$ cat config.mk
export PLATFORM = sky130hd
export DESIGN_NAME = bram_512x8_sdp_flat
export DESIGN_NICKNAME = d
export VERILOG_FILES = /design/src/rtl/bram_pkg.sv /design/src/rtl/bram_512x8_sdp_if.sv /design/src/rtl/bram_core_sdp.sv /design/src/rtl/bram_512x8_sdp.sv /design/src/flat_wrapper.sv
export SDC_FILE = /design/constraint.sdc
export NUM_CORES = 2
export LEC_CHECK = 0
export CORE_MARGIN = 1
export CORE_UTILIZATION = 30
export CTS_CLUSTER_DIAMETER = 100
export DETAILED_ROUTE_END_ITERATION = 10
export GPL_ROUTABILITY_DRIVEN = 0
export PLACE_DENSITY = 0.5
export SLEW_MARGIN = 20
export SYNTH_ARGS = -nofsm -noshare
export SYNTH_HDL_FRONTEND = slang
export SYNTH_SLANG_ARGS = --single-unit
$ cat constraint.sdc
create_clock -name clock -period 2.25 [get_ports clock]
set_input_delay 0.5625 -clock clock [delete_from_list [all_inputs] [get_ports clock]]
set_output_delay 0.5625 -clock clock [all_outputs]
set_load 0.03 [all_outputs]
$ cat src/rtl/bram_pkg.sv
// Shared types and sizes for the 512x8 simple dual-port block RAM.
package bram_pkg;

  localparam int BRAM512_ADDR_W = 9;
  localparam int BRAM512_DATA_W = 8;
  localparam int BRAM512_DEPTH  = 2 ** BRAM512_ADDR_W;

  typedef logic [BRAM512_ADDR_W-1:0] bram512_addr_t;
  typedef logic [BRAM512_DATA_W-1:0] bram512_data_t;

endpackage : bram_pkg

$ cat src/rtl/bram_512x8_sdp_if.sv
// Write/read bus of the 512x8 simple dual-port RAM.
// The client (master) drives addresses and write data; the RAM (slave) returns rdata.
interface bram_512x8_sdp_if;
  import bram_pkg::*;

  bram512_addr_t raddr;
  bram512_data_t rdata;
  bram512_addr_t waddr;
  bram512_data_t wdata;
  logic          wren;

  modport master (
    output raddr,
    output waddr,
    output wdata,
    output wren,
    input  rdata
  );

  modport slave (
    input  raddr,
    input  waddr,
    input  wdata,
    input  wren,
    output rdata
  );

endinterface : bram_512x8_sdp_if

$ cat src/rtl/bram_core_sdp.sv
// Bare 512x8 array with one write port and a registered, always-active read port.
// Kept free of any reset so synthesis can map it onto a single SB_RAM40_4K.
module bram_core_sdp
  import bram_pkg::*;
(
  input  logic          clk_i,
  input  logic          we_i,
  input  bram512_addr_t waddr_i,
  input  bram512_data_t wdata_i,
  input  bram512_addr_t raddr_i,
  output bram512_data_t rdata_o
);

  // NOTE: the storage array has no reset; clearing it would turn it into flops
  // and block mapping onto the block RAM primitive.
  bram512_data_t mem_q [BRAM512_DEPTH];
  bram512_data_t rdata_q;

  // Write on enable and register the read every cycle; the read samples the
  // array before this edge's write lands, giving read-first behaviour.
  always_ff @(posedge clk_i) begin
    if (we_i) begin
      mem_q[waddr_i] <= wdata_i;
    end
    rdata_q <= mem_q[raddr_i];
  end

  assign rdata_o = rdata_q;

endmodule : bram_core_sdp

$ cat src/rtl/bram_512x8_sdp.sv
// 512x8 simple dual-port RAM top: wraps the bare core, blocks writes during
// reset and holds the visible read data at zero until the first edge after reset.
module bram_512x8_sdp
  import bram_pkg::*;
(
  input  logic                     clock,
  input  logic                     rst_n,
  bram_512x8_sdp_if.slave          bus
);

  logic          we;
  bram512_data_t core_rdata;
  logic          rd_valid_q;

  // Writes only take effect outside reset.
  assign we = bus.wren & rst_n;

  bram_core_sdp u_core (
    .clk_i   (clock),
    .we_i    (we),
    .waddr_i (bus.waddr),
    .wdata_i (bus.wdata),
    .raddr_i (bus.raddr),
    .rdata_o (core_rdata)
  );

  // Tracks whether the core's output register has been loaded since reset; it
  // clears at once on rst_n and sets on the first edge after release.
  // NOTE: sequential state uses non-blocking assignments with an async
  // active-low clear in the sensitivity list.
  always_ff @(posedge clock or negedge rst_n) begin
    if (!rst_n) begin
      rd_valid_q <= 1'b0;
    end else begin
      rd_valid_q <= 1'b1;
    end
  end

  // Output register appears cleared while in reset and until its first reload.
  assign bus.rdata = rd_valid_q ? core_rdata : '0;

endmodule : bram_512x8_sdp

$ cat src/flat_wrapper.sv
// flat-port wrapper written by rule: the top's interface ports become plain ports
module bram_512x8_sdp_flat import bram_pkg::*;
  (clock, rst_n, bus_raddr, bus_waddr, bus_wdata, bus_wren, bus_rdata);
  bram_512x8_sdp_if bus_i ();
  input  logic clock;
  input  logic rst_n;
  input wire logic [$bits(bus_i.raddr)-1:0] bus_raddr;
  input wire logic [$bits(bus_i.waddr)-1:0] bus_waddr;
  input wire logic [$bits(bus_i.wdata)-1:0] bus_wdata;
  input wire logic [$bits(bus_i.wren)-1:0] bus_wren;
  output wire logic [$bits(bus_i.rdata)-1:0] bus_rdata;
  assign bus_i.raddr = bus_raddr;
  assign bus_i.waddr = bus_waddr;
  assign bus_i.wdata = bus_wdata;
  assign bus_i.wren = bus_wren;
  assign bus_rdata = bus_i.rdata;
  bram_512x8_sdp u_core (.clock(clock), .rst_n(rst_n), .bus(bus_i));
endmodule
==> metrics.cfg <==
[outcome]
status=finished, violations left
violations=negative setup slack

[logic_synthesis]
yosys_warnings=0
synthFlopType=edfxtp_1
syn_area_per_cell_um2=20.0
synth_area_um2=162000
yosysSeqAreaShare=0.763
synth_area_leader_cell=edfxtp_1
synthTopCellsByArea=edfxtp_1 (76%), mux4_2 (9.4%), mux2i_1 (4.1%), o221ai_1 (1.4%), nor2_1 (1.4%)
syn_nets=8089
yosys.area.top_type_share=0.762
synth-seq-cells=4105
syn_inst=8060
synth_edf_count=4096
synthArstFlopShare=0.000244
yosysUniqueCellTypes=77

[job]
drv_cap=0

[critical_path]
reg2reg_depth=7
crit_type=in -> reg
endpoint=u_core.u_core.rdata_o[1]$_DFF_P_
path_max_fanout=8
cp-startpoint=bus_raddr[1]
r2r_end=u_core.u_core.rdata_o[2]$_DFF_P_
r2r_slack_ns=-0.34
worst_setup_path_start_kind=input port
r2r-start=u_core.u_core.mem_q[409][2]$_DFFE_PP_
worst_setup_path_end_kind=flip-flop
cp.required_ns=3.12
cp_data_arrival_time_ns=3.53

[grt]
track_usage=0.179
grt_pass1_vias=90000
grt-ovfl-total=0
grt_pass1_wl_um=695000
antenna_found_initial=27
grt_max_degree=98

[clock_tree]
tritoncts=done
cts-htree-levels=5
insertion_delay_ns=1.01
cts_root_buf=clkbuf_16
cts_made_buffers=435
clk_pin_slew_ns=0.06
cts_max_path_buffers=4
cts.sinks=4105

[floorplan]
dieArea_um2=541000
row_count=269
dieHeight_um=736
io_pins=37
fp.dieW_um=736
coreArea_um2=536000
initial_core_util=0.301

[layout]
nets=9940
final_cell_area_um2=202000
stdcell_count=17500
area_growth_syn_to_layout_pct=24.9
fillers=49000
drive_above_1_share=0.345

[timing]
fin_crit_sh=1.18
setup_violations=16
fmax_mhz=376
fin_skew_ns=0.0835
finalHoldViolCount=0
period_minus_slack_ns=2.66
rsz0062_at_grt=yes
layout_setup_ws_ns=-0.407
max_slew_margin=0.414
worstMarginPinSlew_ns=0.872
slew_violations=0

[drt]
drtIter0Drc=9257
drt_wl_total_um=499000
first_pass_iters=6
drt-vias-per-instance=5.07
drc_errors=0
vias=88600
ant_nets=0
wl_per_cell_um=28.6

[placement]
placed_cell_area_um2=185000
placedCellCount=16600
io_buffer_count=36
dpl.hpwl_um=339000

[worst_hold_path]
hold_path_class=in -> reg

[power_and_ir_drop]
peakVddDrop_mv=0.596
p_per_area_nw_per_um2=815
power_leakage_uw=0.0670

-- critical path, cell delays in order --
cell and delay [ns]:
buf_16 0.14, or2_4 0.31, buf_12 0.18, buf_16 0.17, buf_12 0.15, buf_4 0.14
o221ai_4 0.17, a21oi_1 0.10, o21a_2 0.29, a2111oi_4 0.56, buf_4 0.23, o2111ai_2 0.13
nor4_2 0.30
-- stage by stage --
stage	power [µW]	hold WS (ns)	TNS (ns)	setup WS (ns)	utilization
2_1_floorplan	90000	0.267	-3.13	-0.439	-
3_3_place_gp	95400	0.867	-2189.07	-2.17	0.344
3_5_place_dp	95600	0.870	-2240.64	-2.01	0.344
4_1_cts	166000	0.0211	-3.01	-0.272	0.374
5_1_grt	169000	0.0736	-3.22	-0.390	0.376
6_report	164000	0.0944	-3.10	-0.407	0.376
-- worst min path at each step --
stage                             from                                     to  slack [ns]  cells past startpoint
after floorplan                  rst_n            u_core.rd_valid_q$_DFF_PN0_        0.27                      0
after detailed placement         rst_n            u_core.rd_valid_q$_DFF_PN0_        0.87                      2
after global routing      bus_wdata[7]  u_core.u_core.mem_q[377][7]$_DFFE_PP_        0.07                      2
after CTS                 bus_wdata[7]  u_core.u_core.mem_q[377][7]$_DFFE_PP_        0.02                      2
final                     bus_wdata[7]  u_core.u_core.mem_q[377][7]$_DFFE_PP_        0.09                      2
after global placement           rst_n            u_core.rd_valid_q$_DFF_PN0_        0.87                      2
-- cell usage after synthesis, types with 46 or more instances --
cell	number
a211oi_1	48
a21oi_1	129
buf_12	47
buf_2	103
buf_6	53
clkbuf_1	221
edfxtp_1	4096
mux2i_1	664
mux4_2	675
nand2_1	203
nor2_1	594
nor3_1	137
nor4_1	46
o21ai_0	76
o221ai_1	258
o22ai_1	171
-- layout make-up --
class	count	area [µm²]	area share
repair buffers	1933	19100	0.0945
multi-input cells	3430	36600	0.182
flip-flops and latches	4105	123000	0.611
clock inverters	269	2460	0.0122
inverters	6	35.0	0.000174
clock buffers	532	11400	0.0563
well taps	7181	8980	0.0445
diodes	10	25.0	0.000124
-- power breakdown --
group | internal (µW) | switching (µW) | total [µW]
combinational | 4150 | 6180 | 10300
clock | 39600 | 30100 | 69700
sequential | 84200 | 149 | 84300
total | 128000 | 36400 | 164000
-- kinds of logic (layout without fill, tap and decap cells) --
group,after synthesis,in the layout,synth area share
compound gates,868,868,0.0391
buf+inv,525,2740,0.0227
flops,4105,4105,0.763
mux,1404,1404,0.143
other cells,1,11,0.0000232
simple gates,1157,1157,0.0322
-- cells in the final DEF, fill, tap and decap left out, types with 21 or more instances in the layout --
master and n:
nor2_1 588, clkinv_2 84, clkbuf_16 447, clkbuf_1 92, bufinv_16 32, mux2i_1 650, buf_6 56, o221ai_2 63
mux4_1 32, buf_4 1532, buf_12 264, mux4_2 680, o221ai_1 190, clkinv_1 104, a211oi_1 36, o21ai_0 64
buf_16 22, a21oi_1 115, o22ai_2 21, edfxtp_1 4096, or3_1 24, o22ai_1 149, nor3_1 124, mux2_2 28
nand2_1 187
-- flip-flops by register name (all words and copies together), names as in the netlist --
name and flops:
u_core.u_core.rdata_o 8, u_core.rd_valid_q 1, u_core.u_core.mem_q 4096
-- per-layer routing --
layer	wire, µm	track usage
met1	213000	0.247
met5	58	0
met2	235000	0.291
met3	32600	0.0273
met4	17700	0.0568
-- repair_timing --
action                                 4_1_cts  5_1_grt
gates cloned                                15        7
gates resized for setup                    299      154
pin swaps                                   58       54
setup endpoints to repair                   16       16
buffers inserted                            41       14
hold buffers                                 7        0
endpoints found under the hold margin       89        0
Note: power is estimated with default switching activity, not from simulation.
